===== src/rtl/instr_fetch_unit_pkg.sv =====
// instr_fetch_unit_pkg: instruction field layout and fetch FSM encoding shared by fetch and decode.
package instr_fetch_unit_pkg;
    localparam int PART_W  = 5;
    localparam int NPARTS  = 5;
    localparam int INSTR_W = PART_W * NPARTS;
    localparam int PART1_HI = 24;
    localparam int PART1_LO = 20;
    localparam int PART2_HI = 19;
    localparam int PART2_LO = 15;
    localparam int PART3_HI = 14;
    localparam int PART3_LO = 10;
    localparam int PART4_HI = 9;
    localparam int PART4_LO = 5;
    localparam int PART5_HI = 4;
    localparam int PART5_LO = 0;
    typedef enum logic [1:0] {
        S_FETCH = 2'd0,
        S_WAIT  = 2'd1,
        S_DRAIN = 2'd2
    } fetch_state_t;
endpackage


===== src/rtl/instr_fetch_unit_field_split.sv =====
// instr_field_split: splits one instruction word into its five fields, part1 being the opcode.
module instr_field_split
    import instr_fetch_unit_pkg::*;
(
    input  logic [INSTR_W-1:0] word,
    output logic [PART_W-1:0]  part1,
    output logic [PART_W-1:0]  part2,
    output logic [PART_W-1:0]  part3,
    output logic [PART_W-1:0]  part4,
    output logic [PART_W-1:0]  part5
);
    assign part1 = word[PART1_HI:PART1_LO];
    assign part2 = word[PART2_HI:PART2_LO];
    assign part3 = word[PART3_HI:PART3_LO];
    assign part4 = word[PART4_HI:PART4_LO];
    assign part5 = word[PART5_HI:PART5_LO];
endmodule


===== src/rtl/instr_fetch_unit.sv =====
// instr_fetch_unit: fetches instruction words, splits them into fields and presents them to decode
// through a valid/ready output register, with PC redirects that discard stale responses.
module instr_fetch_unit
    import instr_fetch_unit_pkg::*;
#(
    parameter int              PC_W     = 16,
    parameter logic [PC_W-1:0] RESET_PC = '0
)
(
    input  logic               clk,
    input  logic               rst,
    output logic               imem_req,
    output logic [PC_W-1:0]    imem_addr,
    input  logic [INSTR_W-1:0] imem_rdata,
    input  logic               imem_valid,
    output logic [PART_W-1:0]  part1_out,
    output logic [PART_W-1:0]  part2_out,
    output logic [PART_W-1:0]  part3_out,
    output logic [PART_W-1:0]  part4_out,
    output logic [PART_W-1:0]  part5_out,
    output logic [PC_W-1:0]    instr_pc,
    output logic               instr_valid,
    input  logic               instr_ready,
    input  logic               redirect,
    input  logic [PC_W-1:0]    redirect_pc
);
    fetch_state_t state, state_next;
    logic [PC_W-1:0] pc;
    logic slot_free, load;
    logic [PART_W-1:0] p1, p2, p3, p4, p5;

    assign slot_free = !instr_valid || instr_ready;
    assign imem_addr = pc;

    instr_field_split u_split (
        .word  (imem_rdata),
        .part1 (p1),
        .part2 (p2),
        .part3 (p3),
        .part4 (p4),
        .part5 (p5)
    );

    always_ff @(posedge clk) begin
        if (rst) state <= S_FETCH;
        else     state <= state_next;
    end

    // A redirect while a response is owed must still swallow that response, hence S_DRAIN.
    always_comb begin
        state_next = state;
        imem_req   = 1'b0;
        load       = 1'b0;
        case (state)
            S_FETCH: begin
                if (!redirect && slot_free) begin
                    imem_req   = !rst;
                    state_next = S_WAIT;
                end
            end
            S_WAIT: begin
                if (imem_valid) begin
                    load       = !redirect;
                    state_next = S_FETCH;
                end else if (redirect) begin
                    state_next = S_DRAIN;
                end
            end
            S_DRAIN:  state_next = imem_valid ? S_FETCH : S_DRAIN;
            default:  state_next = S_FETCH;
        endcase
    end

    always_ff @(posedge clk) begin
        if (rst) begin
            pc          <= RESET_PC;
            instr_valid <= 1'b0;
            instr_pc    <= '0;
            part1_out   <= '0;
            part2_out   <= '0;
            part3_out   <= '0;
            part4_out   <= '0;
            part5_out   <= '0;
        end else begin
            pc          <= redirect ? redirect_pc : load ? pc + PC_W'(1) : pc;
            instr_valid <= redirect ? 1'b0 : load ? 1'b1 : instr_valid && !instr_ready;
            if (load) begin
                instr_pc  <= pc;
                part1_out <= p1;
                part2_out <= p2;
                part3_out <= p3;
                part4_out <= p4;
                part5_out <= p5;
            end
        end
    end
endmodule


===== config.mk =====
export PLATFORM = sky130hd
export DESIGN_NAME = instr_fetch_unit
export DESIGN_NICKNAME = d
export VERILOG_FILES = /design/src/rtl/instr_fetch_unit_pkg.sv /design/src/rtl/instr_fetch_unit_field_split.sv /design/src/rtl/instr_fetch_unit.sv
export SDC_FILE = /design/constraint.sdc
export NUM_CORES = 1
export LEC_CHECK = 0
export ABC_AREA = 1
export CAP_MARGIN = 30
export CORE_MARGIN = 4
export CORE_UTILIZATION = 30
export DETAILED_ROUTE_END_ITERATION = 7
export PLACE_DENSITY = 0.67
export SLEW_MARGIN = 20
export SYNTH_ARGS = -nofsm -noshare
export SYNTH_HDL_FRONTEND = slang
export SYNTH_HIERARCHICAL = 1
export SYNTH_SLANG_ARGS = --single-unit

===== constraint.sdc =====
create_clock -name clk -period 1.92 [get_ports clk]
set_input_delay 0.48 -clock clk [delete_from_list [all_inputs] [get_ports clk]]
set_output_delay 0.48 -clock clk [all_outputs]
set_load 0.01 [all_outputs]

* After elaboration in Yosys (flattened, before gate mapping) *
Index checks and enable logic that the tools add are counted.

word-level totals
  bits in registers = 60
  input port bits = 46
  output and inout bits = 59
  word-level logic and storage cells = 37

cells by class
  $add $sub $neg = 1
  eq/ne operators = 4
  mux-type cells = 12
  reduce and logical (&&, ||, !) cells = 11

operators by type and width
  operator               number
  $mux 16                2
  $add 16x1->16 const B  1
  $mux 2                 4
  $pmux 2 s3             1
  $mux 1                 5
  $logic_not 1->1        4
  $ne 3x3->1 const B     1
  $eq 2x1->1 const B     1
  $eq 2x2->1 const B     1
  $logic_and 1x1->1      2
  $logic_not 2->1        1
  $ne 2x2->1 const B     1
  $reduce_and 2->1       1
  $reduce_bool 2->1      1
  $reduce_or 2->1        1
  $logic_or 1x1->1       1

* Longest topological paths before layout *
  depth in word-level cells = 5
  mapped depth = 11
  depth with buffers taken out = 10

* By module *
Netlist, hierarchy kept.

modules (own cells, without submodules)
  module             instances  cells an instance  area each (um^2)  sequential area each (um^2)
  instr_fetch_unit   1          374                2,656.3           1,201.2
  instr_field_split  1          25                 187.7             0.0

* Least setup slack after synthesis *
OpenSTA, ideal clock, no wires.

  path kind = input to output
  from = input port rst
  to = output port imem_req
  data arrival time = 1,187 ps
  data required time = 1,440 ps
  slack = 253 ps
  stages = 4
  path buffers = 1
  cells stage by stage = clkbuf_1 inv_1 nand2_1 nor3b_1

on the way
  longest elaborated chain between the ends = 3

RTL lines
  element          line                    text
  start, declared  instr_fetch_unit.sv:11  input logic rst,
  $logic_not 1->1  instr_fetch_unit.sv:57  imem_req = !rst;
  $mux 1           instr_fetch_unit.sv:56  if (!redirect && slot_free) begin
  $mux 1           instr_fetch_unit.sv:54  case (state)
  end, declared    instr_fetch_unit.sv:12  output logic imem_req,

Every way passes these cells.

* Worst setup path after layout *
  from = input port redirect
  to = output port imem_req

on the way
  longest elaborated chain between the ends = 4

RTL lines
  element            line                    text
  start, declared    instr_fetch_unit.sv:24  input logic redirect,
  $logic_not 1->1    instr_fetch_unit.sv:56
  $logic_and 1x1->1  instr_fetch_unit.sv:56
  $mux 1             instr_fetch_unit.sv:56
  $mux 1             instr_fetch_unit.sv:54

Every way passes these cells.

==> flow_results.xml <==
<?xml version="1.0" encoding="UTF-8"?>
<metrics>
  <group name="outcome">
    <metric name="status" unit="">complete, no violations</metric>
  </group>
  <group name="synth">
    <metric name="postSynthNetCount" unit="">449</metric>
    <metric name="synth_area" unit="mm²">0.00284</metric>
    <metric name="synth_cell_types" unit="">28</metric>
    <metric name="postSynthRegisterBits" unit="">60</metric>
    <metric name="avgSynthCellArea" unit="µm²">7.13</metric>
    <metric name="seq_area_frac_synth" unit="%">42.2</metric>
    <metric name="warnings_from_yosys" unit="">6</metric>
    <metric name="syn-instance-count" unit="">399</metric>
  </group>
  <group name="timing">
    <metric name="timing.max_slew.rel_slack" unit="%">72.1</metric>
    <metric name="timing_hold_violations_final" unit="">0</metric>
    <metric name="fin_crit" unit="ns">1.87</metric>
    <metric name="final.setup.worst_slack" unit="ns">0.0526</metric>
    <metric name="period_share" unit="%">97.3</metric>
    <metric name="fin_worst_skew" unit="ns">0.0166</metric>
    <metric name="worst-slew-pin-transition" unit="ns">0.418</metric>
    <metric name="final_tns_setup" unit="ns">0</metric>
    <metric name="setup_viols_final" unit="">0</metric>
    <metric name="maxClockFrequency" unit="MHz">536</metric>
    <metric name="rsz_0062_raised_after_global_routing" unit="">false</metric>
    <metric name="final_max_slew_viol_count" unit="">0</metric>
  </group>
  <group name="die">
    <metric name="floorplan.initialDensity" unit="%">30.8</metric>
    <metric name="design.portCount" unit="">105</metric>
    <metric name="fp.dieH" unit="µm">105</metric>
    <metric name="design.die.area" unit="mm²">0.0111</metric>
    <metric name="core-area" unit="mm²">0.00924</metric>
    <metric name="die_width" unit="µm">105</metric>
    <metric name="row_count" unit="">35</metric>
  </group>
  <group name="drt">
    <metric name="antenna_left" unit="">0</metric>
    <metric name="route.vias.total" unit="">2847</metric>
    <metric name="detail_route.iter0.violations" unit="">161</metric>
    <metric name="route.final.wire_length" unit="µm">8290</metric>
    <metric name="drc" unit="">0</metric>
    <metric name="firstDrtPassIters" unit="">4</metric>
    <metric name="wire_per_inst" unit="µm">13.3</metric>
    <metric name="route.detailed.vias_per_inst" unit="">4.56</metric>
  </group>
  <group name="clock_network">
    <metric name="cts_htree_levels" unit="">3</metric>
    <metric name="cts_tree" unit="">yes</metric>
    <metric name="clk-insertion-delay-late" unit="ns">0.34</metric>
    <metric name="clockBufferDepth" unit="">2</metric>
    <metric name="cts_buffers" unit="">9</metric>
    <metric name="cts.root.buffer_cell" unit="">sky130_fd_sc_hd__clkbuf_8</metric>
    <metric name="cts.clk_slew.worst_paths" unit="ns">0.06</metric>
    <metric name="total_setup_buffers_inserted_after_cts" unit="">0</metric>
    <metric name="clkSinkCount" unit="">60</metric>
  </group>
  <group name="setup_path">
    <metric name="critical_path.top_delay_family" unit="">buffers and inverters</metric>
    <metric name="setup.worst_path.class" unit="">primary input to output pin</metric>
    <metric name="worst_path_required_time" unit="ns">1.44</metric>
    <metric name="worst_path_largest_cell_delay" unit="ns">0.44</metric>
    <metric name="timing.rr.end" unit="">instr_pc[0]$_SDFFE_PP0P_</metric>
    <metric name="timing.critical_path.slowest_stage_cell" unit="">sky130_fd_sc_hd__clkdlybuf4s50_1</metric>
    <metric name="cp-start-kind" unit="">primary input</metric>
    <metric name="crit-reg2reg-launch" unit="">state[1]$_SDFFE_PP0P_</metric>
    <metric name="critPathArrivalTime" unit="ns">1.39</metric>
    <metric name="reg2reg_setup_slack" unit="ns">0.32</metric>
    <metric name="crit_path_max_fanout" unit="">2</metric>
    <metric name="worstSetupPathDepth" unit="">5</metric>
    <metric name="sequence_of_cells_on_the_critical_path" unit="">clkdlybuf4s50_1 &gt; inv_2 &gt; nand2_1 &gt; nor3b_2 &gt; buf_2</metric>
    <metric name="nature_of_the_critical_path_endpoint" unit="">output pin</metric>
    <metric name="path_buf_inv" unit="">3</metric>
    <metric name="ff2ff_path_depth" unit="">8</metric>
  </group>
  <group name="grt">
    <metric name="global_route_wire_length_before_repair" unit="µm">13400</metric>
    <metric name="grt_start_max_net_pins" unit="">45</metric>
    <metric name="grt.overflow.total" unit="">0</metric>
    <metric name="antenna_found_initial" unit="">0</metric>
    <metric name="vias_in_the_first_global_route" unit="">2807</metric>
    <metric name="global_routing_usage_summed_across_all_routing_layers" unit="%">15.0</metric>
  </group>
  <group name="finish">
    <metric name="area.growth.synth_to_final" unit="%">46.2</metric>
    <metric name="final_cell_mix" unit="">sky130_fd_sc_hd__clkdlybuf4s50_1, sky130_fd_sc_hd__nor2_1, sky130_fd_sc_hd__dfxtp_1, sky130_fd_sc_hd__nand2_1, sky130_fd_sc_hd__o21ai_0</metric>
    <metric name="final_layout_size_suffix_gt1_share" unit="%">10.7</metric>
    <metric name="nNetsFinal" unit="">541</metric>
    <metric name="final_common_cell" unit="">sky130_fd_sc_hd__clkdlybuf4s50_1</metric>
    <metric name="antennaDiodeCount" unit="">0</metric>
  </group>
  <group name="hold_path">
    <metric name="timing.hold.worst_endpoint" unit="">instr_pc[0]$_SDFFE_PP0P_</metric>
    <metric name="hold_depth" unit="">2</metric>
    <metric name="hold_start" unit="">instr_pc[0]$_SDFFE_PP0P_</metric>
    <metric name="holdCritPathClass" unit="">flip-flop to flip-flop</metric>
  </group>
  <group name="power">
    <metric name="ir_worst_vdd" unit="V">0.000483</metric>
    <metric name="power_leakage" unit="nW">1.74</metric>
    <metric name="power.density" unit="mW/mm²">857</metric>
  </group>
  <group name="flow_run">
    <metric name="maxCapViolations" unit="">0</metric>
  </group>
  <group name="placement">
    <metric name="io_buffer_count" unit="">104</metric>
    <metric name="gpl.final_weighted_congestion" unit="">0.829</metric>
    <metric name="detailed_place_hpwl" unit="µm">5980</metric>
    <metric name="dp_slack" unit="ns">-0.537</metric>
  </group>
</metrics>
-- flip-flops by register name (all words and copies together) (netlist names) --
register     flops
state            2
part4_out        5
part2_out        5
imem_addr       16
part5_out        5
instr_valid      1
part1_out        5
instr_pc        16
part3_out        5
-- cells by family after synthesis --
group / after synthesis / synth area share [%]
simple gates: 178 / 26.5
fa+ha+maj: 4 / 1.76
compound gates: 80 / 14.8
buf+inv: 76 / 14.4
flops: 60 / 42.2
xor+xnor: 1 / 0.308
-- power by group --
part | leakage, nW | internal (mW) | switching [mW]
combinational | 1.13 | 0.406 | 0.366
sequential | 0.491 | 1.36 | 0.0766
clock | 0.122 | 0.833 | 0.515
-- synth_stat cells --
cell type | n | area, µm²
sky130_fd_sc_hd__a21oi_1 | 18 | 90.1
sky130_fd_sc_hd__nor2_1 | 90 | 338
sky130_fd_sc_hd__o21ai_1 | 4 | 20.0
sky130_fd_sc_hd__o211a_1 | 1 | 10.0
sky130_fd_sc_hd__nor2_4 | 3 | 33.8
sky130_fd_sc_hd__a31oi_1 | 4 | 25.0
sky130_fd_sc_hd__inv_2 | 2 | 7.51
sky130_fd_sc_hd__or2_2 | 1 | 6.26
sky130_fd_sc_hd__clkbuf_1 | 6 | 22.5
sky130_fd_sc_hd__a211oi_1 | 3 | 22.5
sky130_fd_sc_hd__nand2_2 | 5 | 31.3
sky130_fd_sc_hd__buf_4 | 29 | 218
sky130_fd_sc_hd__nand2_1 | 51 | 191
sky130_fd_sc_hd__clkinv_2 | 1 | 5.00
sky130_fd_sc_hd__buf_6 | 1 | 11.3
sky130_fd_sc_hd__o21ai_0 | 49 | 245
sky130_fd_sc_hd__ha_1 | 4 | 50.1
sky130_fd_sc_hd__nor3_1 | 5 | 25.0
sky130_fd_sc_hd__nor2_2 | 2 | 12.5
sky130_fd_sc_hd__inv_1 | 31 | 116
sky130_fd_sc_hd__nand3_1 | 16 | 80.1
sky130_fd_sc_hd__a21boi_0 | 1 | 7.51
sky130_fd_sc_hd__buf_2 | 6 | 30.0
sky130_fd_sc_hd__dfxtp_1 | 60 | 1200
sky130_fd_sc_hd__nand4_1 | 2 | 12.5
sky130_fd_sc_hd__nand3b_1 | 1 | 7.51
sky130_fd_sc_hd__xor2_1 | 1 | 8.76
sky130_fd_sc_hd__nor3b_1 | 2 | 15.0
-- worst max path at each step --
stage | to | from | slack [ns]
2_1_floorplan | imem_req | rst | 0.25
3_3_place_gp | imem_req | rst | -0.49
3_5_place_dp | imem_req | rst | -0.54
4_1_cts | imem_addr[1] | imem_addr[1]$_SDFFE_PP0P_ | 0.02
5_1_grt | imem_addr[5] | imem_addr[5]$_SDFFE_PP0P_ | 0.004
6_report | imem_req | redirect | 0.05
-- layer usage --
metal,vias to the layer above,GRT usage (%),share of wire [%]
met3,12,5.70,8.1
met5,-,0,0
met1,1318,17.2,44
li1,1437,-,-
met2,80,24.8,46
met4,0,6.65,2.0
-- metrics by stage --
step                      hold slack [ns]  cells  total power [mW]  utilization [%]  cell area, µm²
final                               0.476    625              3.56             45.0            4160
after global placement              0.457    609              2.23             42.4            3920
after CTS                           0.488    625              3.60             45.0            4150
after detailed placement            0.472    609              2.25             42.4            3920
after global routing                0.522    625              3.74             45.0            4160
after floorplan                     0.471    399              1.84                -            2840
-- worst reg2reg max path, cell delays in order, from the launching register on --
cell and delay (ns):
sky130_fd_sc_hd__dfxtp_1 0.34, sky130_fd_sc_hd__inv_1 0.08, sky130_fd_sc_hd__ha_1 0.21, sky130_fd_sc_hd__nand2_2 0.13, sky130_fd_sc_hd__clkinv_2 0.07, sky130_fd_sc_hd__nand2_2 0.24
sky130_fd_sc_hd__buf_4 0.27, sky130_fd_sc_hd__nand2_1 0.07, sky130_fd_sc_hd__a21oi_1 0.13
-- area by class of cell --
cell class	instances	area, µm²
clock buffers	12	165
flip-flops and latches	60	1200
fillers	926	5080
repair buffers	123	1190
well taps	129	161
inverters	34	129
multi-input cells	263	1240
clock inverters	4	70.1
-- timing repair --
item	CTS	global route
gates resized for setup	6	2
gates cloned	0	0
hold buffers	0	0
setup endpoints to repair	1	2
endpoints found under the hold margin	0	0
No activity file was read; power rests on OpenSTA's default activity.
==> patch 1, RTL diff (same settings) <==
Encoding of `fetch_state_t`: now one-hot (3 bits for 3 states).
--- a/src/rtl/instr_fetch_unit_pkg.sv
+++ b/src/rtl/instr_fetch_unit_pkg.sv
@@ -13,10 +13,10 @@
     localparam int PART4_LO = 5;
     localparam int PART5_HI = 4;
     localparam int PART5_LO = 0;
-    typedef enum logic [1:0] {
-        S_FETCH = 2'd0,
-        S_WAIT  = 2'd1,
-        S_DRAIN = 2'd2
+    typedef enum logic [2:0] {
+        S_FETCH = 3'b001,
+        S_WAIT  = 3'b010,
+        S_DRAIN = 3'b100
     } fetch_state_t;
 endpackage
 
Behaviour: same outputs for any inputs over 10 cycles, from zero or initial values and one cycle with rst high; not proved beyond that.
==> patch 1 against the unedited design <==
Routed wire length fell by 0.53%; sequential cell count up 1; worst setup slack gained 0.016 ns; total power is 11% lower; first-iteration DRC count decreased by 19%; area after synthesis down 1.1%; final area stayed put.
==> patch 1: results (changes against the unedited design) <==
top cells by count, synth=88 x nor2_1, 61 x dfxtp_1, 60 x nand2_1 (was 90 x nor2_1, 60 x dfxtp_1, 51 x nand2_1); CP top delay family=buffers and inverters (unchanged); initial antenna violation count=0 (unchanged); Remaining DRCs=0 (unchanged); Placed Area=0.00392 mm2 (about the same); synth warn=6 (unchanged); # H-tree levels=3 (unchanged); Buffers on Ports=104 (unchanged); worst-margin pin slew=0.298 ns (was 0.418 ns); total track usage=15.1% (was 15.0%); later-pin clock latency in the skew report=0.34 ns (about the same); WL final=8240 um (was 8290 um); detailed placer's ending HPWL=6010 um (was 5980 um); Setup Skew=0.00987 ns (was 0.0166 ns); status=finished clean (unchanged); Seq/Total Area, Yosys=43.4% (was 42.2%); via/cell ratio=4.70 (was 4.56); vias in the first global route=2756 (was 2807); Synth area leaders=dfxtp_1 43%, nor2_1 12%, nand2_1 8.0%, o21ai_0 7.3%, buf_4 6.9% (was dfxtp_1 42%, nor2_1 12%, o21ai_0 8.6%, buf_4 7.7%, nand2_1 6.7%); Net Count, Synth=441 (was 449); CTS buffer count=9 (unchanged); NumNets Final=534 (was 541); hold crit path type=reg2reg (unchanged); n_diodes=0 (unchanged); pre-CTS setup slack=-0.461 ns (was -0.537 ns); VDD IR max=0.433 mV (was 0.483 mV); number of distinct library cells after synthesis=28 (unchanged); FFs w/ async S/R, synth=0% (unchanged); first-pass iteration count of the detailed router=4 (unchanged); clk root buf=clkbuf_8 (unchanged); share of cells above drive strength 1=9.98% (was 10.7%); CTS resizes=7 (was 6); P_leak=1.72 nW (was 1.74 nW); Max stage delay on crit path=0.59 ns (was 0.44 ns); dpl cells=587 (was 609); crit path max fanout=6 (was 2); RD Place Congestion=0.854 (was 0.829); wire per inst=13.7 um (was 13.3 um); largest net degree at the start of global routing=26 (was 45); Synth Instances=394 (was 399); Post-CTS Setup Bufs=0 (unchanged); clock-pin slew on the worst setup and hold paths=0.06 ns (about the same); global-route wire length before repair=13500 um (was 13400 um); Worst path slowest cell=clkdlybuf4s50_1 (unchanged); clk buf depth=2 (unchanged); sw power=0.779 mW (was 0.958 mW); initial drt markers=130 (was 161)
[patch 1: layout make-up]
type                            count  area [um2]
Clock buffer                       12         165
Clock inverter                      3        67.6
Sequential cell                    61        1220
Timing Repair Buffer              125        1230
Tap cell                          111         139
Inverter                           28         105
Multi-Input combinational cell    262        1220
Fill cell                         952        5040
[patch 1: logic make-up (layout without fill, tap and decap cells)]
family	after synthesis	count (layout)	synth area share (%)
adders and majority gates	1	1	0.445
AOI/OAI and AO/OA	76	76	14.8
DFF	61	61	43.4
and+or+nand+nor	183	183	27.3
buffers and inverters	71	168	13.4
xor gates and xnor gates	2	2	0.623
[patch 1: final timing paths]
path / start / end / slack, ns / cells past startpoint
setup / recovery: imem_addr[1]$_SDFFE_PP0P_ / imem_addr[1] / 0.07 / 1
setup reg to reg: imem_addr[1]$_SDFFE_PP0P_ / imem_addr[12]$_SDFFE_PP0P_ / 0.31 / 9
hold / removal: instr_pc[7]$_SDFFE_PP0P_ / instr_pc[7]$_SDFFE_PP0P_ / 0.47 / 2
hold reg to reg: instr_pc[7]$_SDFFE_PP0P_ / instr_pc[7]$_SDFFE_PP0P_ / 0.47 / 2
[patch 1: routing by layer]
layer | track usage [%] | share of wire [%] | vias up
li1 | - | - | 1437
met4 | 3.84 | 0.44 | 0
met3 | 6.73 | 8.6 | 4
met1 | 17.6 | 42 | 1295
met5 | 0 | 0 | -
met2 | 25.4 | 49 | 93
[patch 1: power groups by stage]
stage / registers [mW] / clock network, mW / logic [mW]
after floorplan: 1.41 / 0 / 0.201
after global placement: 1.39 / 0 / 0.466
after detailed placement: 1.39 / 0 / 0.470
after CTS: 1.36 / 1.38 / 0.471
after global routing: 1.37 / 1.44 / 0.514
final: 1.36 / 1.35 / 0.467
==> patch 2, RTL diff (same flow settings) <==
Without the edit above. Set the parameter `PC_W` to 32 (it was 16).
--- a/src/rtl/instr_fetch_unit.sv
+++ b/src/rtl/instr_fetch_unit.sv
@@ -3,7 +3,7 @@
 module instr_fetch_unit
     import instr_fetch_unit_pkg::*;
 #(
-    parameter int              PC_W     = 16,
+    parameter int              PC_W     = 32,
     parameter logic [PC_W-1:0] RESET_PC = '0
 )
 (
Interface: changed (resized imem_addr, instr_pc and redirect_pc); port bits go from 105 to 153. The function was not compared with the original's and may differ.
==> patch 2 against the unedited design <==
Sequential cell count grew 32; area after synthesis grew 61%; core utilization grew 0.60 points; worst setup slack lost 0.013 ns; routed wire length grew 77%; final area grew 61%; first-iteration DRC count grew 75%; total power grew 56%.
==> patch 2: results (changes against the unedited design) <==
status=finished clean (unchanged); post-route insts no fill=983 (was 625); clk root buf=clkbuf_16 (was clkbuf_8); crit path max fanout=6 (was 2); top cells by count, synth=115 x nand2_1, 109 x nor2_1, 92 x dfxtp_1 (was 90 x nor2_1, 60 x dfxtp_1, 51 x nand2_1); via/cell ratio=4.68 (was 4.56); NumNets Final=861 (was 541); worst-margin pin slew=0.423 ns (was 0.418 ns); RD Place Congestion=0.846 (was 0.829); met2 usage=26.9% (was 24.8%); WL final=14700 um (was 8290 um); Synth area leaders=dfxtp_1 40%, nand2_1 9.5%, nor2_1 9.0%, o21ai_0 6.4%, a21oi_1 4.6% (was dfxtp_1 42%, nor2_1 12%, o21ai_0 8.6%, buf_4 7.7%, nand2_1 6.7%); VDD IR max=0.660 mV (was 0.483 mV); Seq/Total Area, Yosys=40.3% (was 42.2%); sw power=1.53 mW (was 0.958 mW); Buffers on Ports=152 (was 104); largest net degree at the start of global routing=39 (was 45); detailed placer's ending HPWL=10800 um (was 5980 um); total track usage=16.9% (was 15.0%); Max stage delay on crit path=0.59 ns (was 0.44 ns); vias in the first global route=4459 (was 2807); dpl cells=967 (was 609); M1 GR Usage=21.2% (was 17.2%); global-route wire length before repair=23700 um (was 13400 um); share of cells above drive strength 1=12.3% (was 10.7%)
## patch 2: final timing paths
| kind | start | to | slack [ns] | cells after the start |
|---|---|---|---|---|
| worst max-delay path | imem_addr[10]$_SDFFE_PP0P_ | imem_addr[10] | 0.04 | 1 |
| worst min-delay path | instr_pc[0]$_SDFFE_PP0P_ | instr_pc[0]$_SDFFE_PP0P_ | 0.46 | 2 |
| worst max register to register | imem_addr[1]$_SDFFE_PP0P_ | imem_addr[26]$_SDFFE_PP0P_ | 0.25 | 9 |
| worst min register to register | instr_pc[0]$_SDFFE_PP0P_ | instr_pc[0]$_SDFFE_PP0P_ | 0.46 | 2 |
## patch 2: kinds of logic after synthesis
logic type	count (synthesis)	synth area share, %
AND/OR/NAND/NOR	294	28.1
flip-flops	92	40.3
XOR/XNOR	6	1.15
AO/OA/AOI/OAI	141	16.8
buffers and inverters	113	12.2
adder cells (fa/ha/maj)	5	1.37
## patch 2: layout make-up
class,instances,area [um2]
repair buffers,188,1870
flip-flops and latches,92,1860
multi-input cells,446,2170
inverters,57,216
fillers,1475,8000
clock buffers,9,225
well taps,184,230
clock inverters,7,124
## patch 2: repair_timing
action,in CTS,in global routing
setup endpoints to repair,3,13
pin swaps,1,0
buffers inserted,0,0
gates resized for setup,8,14
## patch 2: through the flow
| step | cell area (um2) | setup TNS (ns) | hold slack [ns] | power (mW) |
|---|---|---|---|---|
| 2_1_floorplan | 4570 | 0 | 0.483 | 2.81 |
| 3_3_place_gp | 6330 | -12.50 | 0.452 | 3.48 |
| 3_5_place_dp | 6330 | -14.57 | 0.456 | 3.48 |
| 4_1_cts | 6690 | 0 | 0.466 | 5.60 |
| 5_1_grt | 6700 | -0.0124 | 0.499 | 5.80 |
| 6_report | 6700 | 0 | 0.464 | 5.54 |
## patch 2: power by group through the flow
stage	Clock (mW)	Sequential, mW	Combinational (mW)
final	2.10	2.22	1.22
after CTS	2.15	2.21	1.23
after floorplan	0	2.31	0.499
after detailed placement	0	2.25	1.23
after global routing	2.21	2.24	1.34
after global placement	0	2.25	1.22
## patch 2: metal layers
layer / up-vias / routed length, um / share of wire (%)
li1: 2379 / - / -
met1: 2057 / 6680 / 45
met2: 145 / 6480 / 44
met3: 18 / 1260 / 8.6
met4: 0 / 263 / 1.8
met5: - / 0 / 0
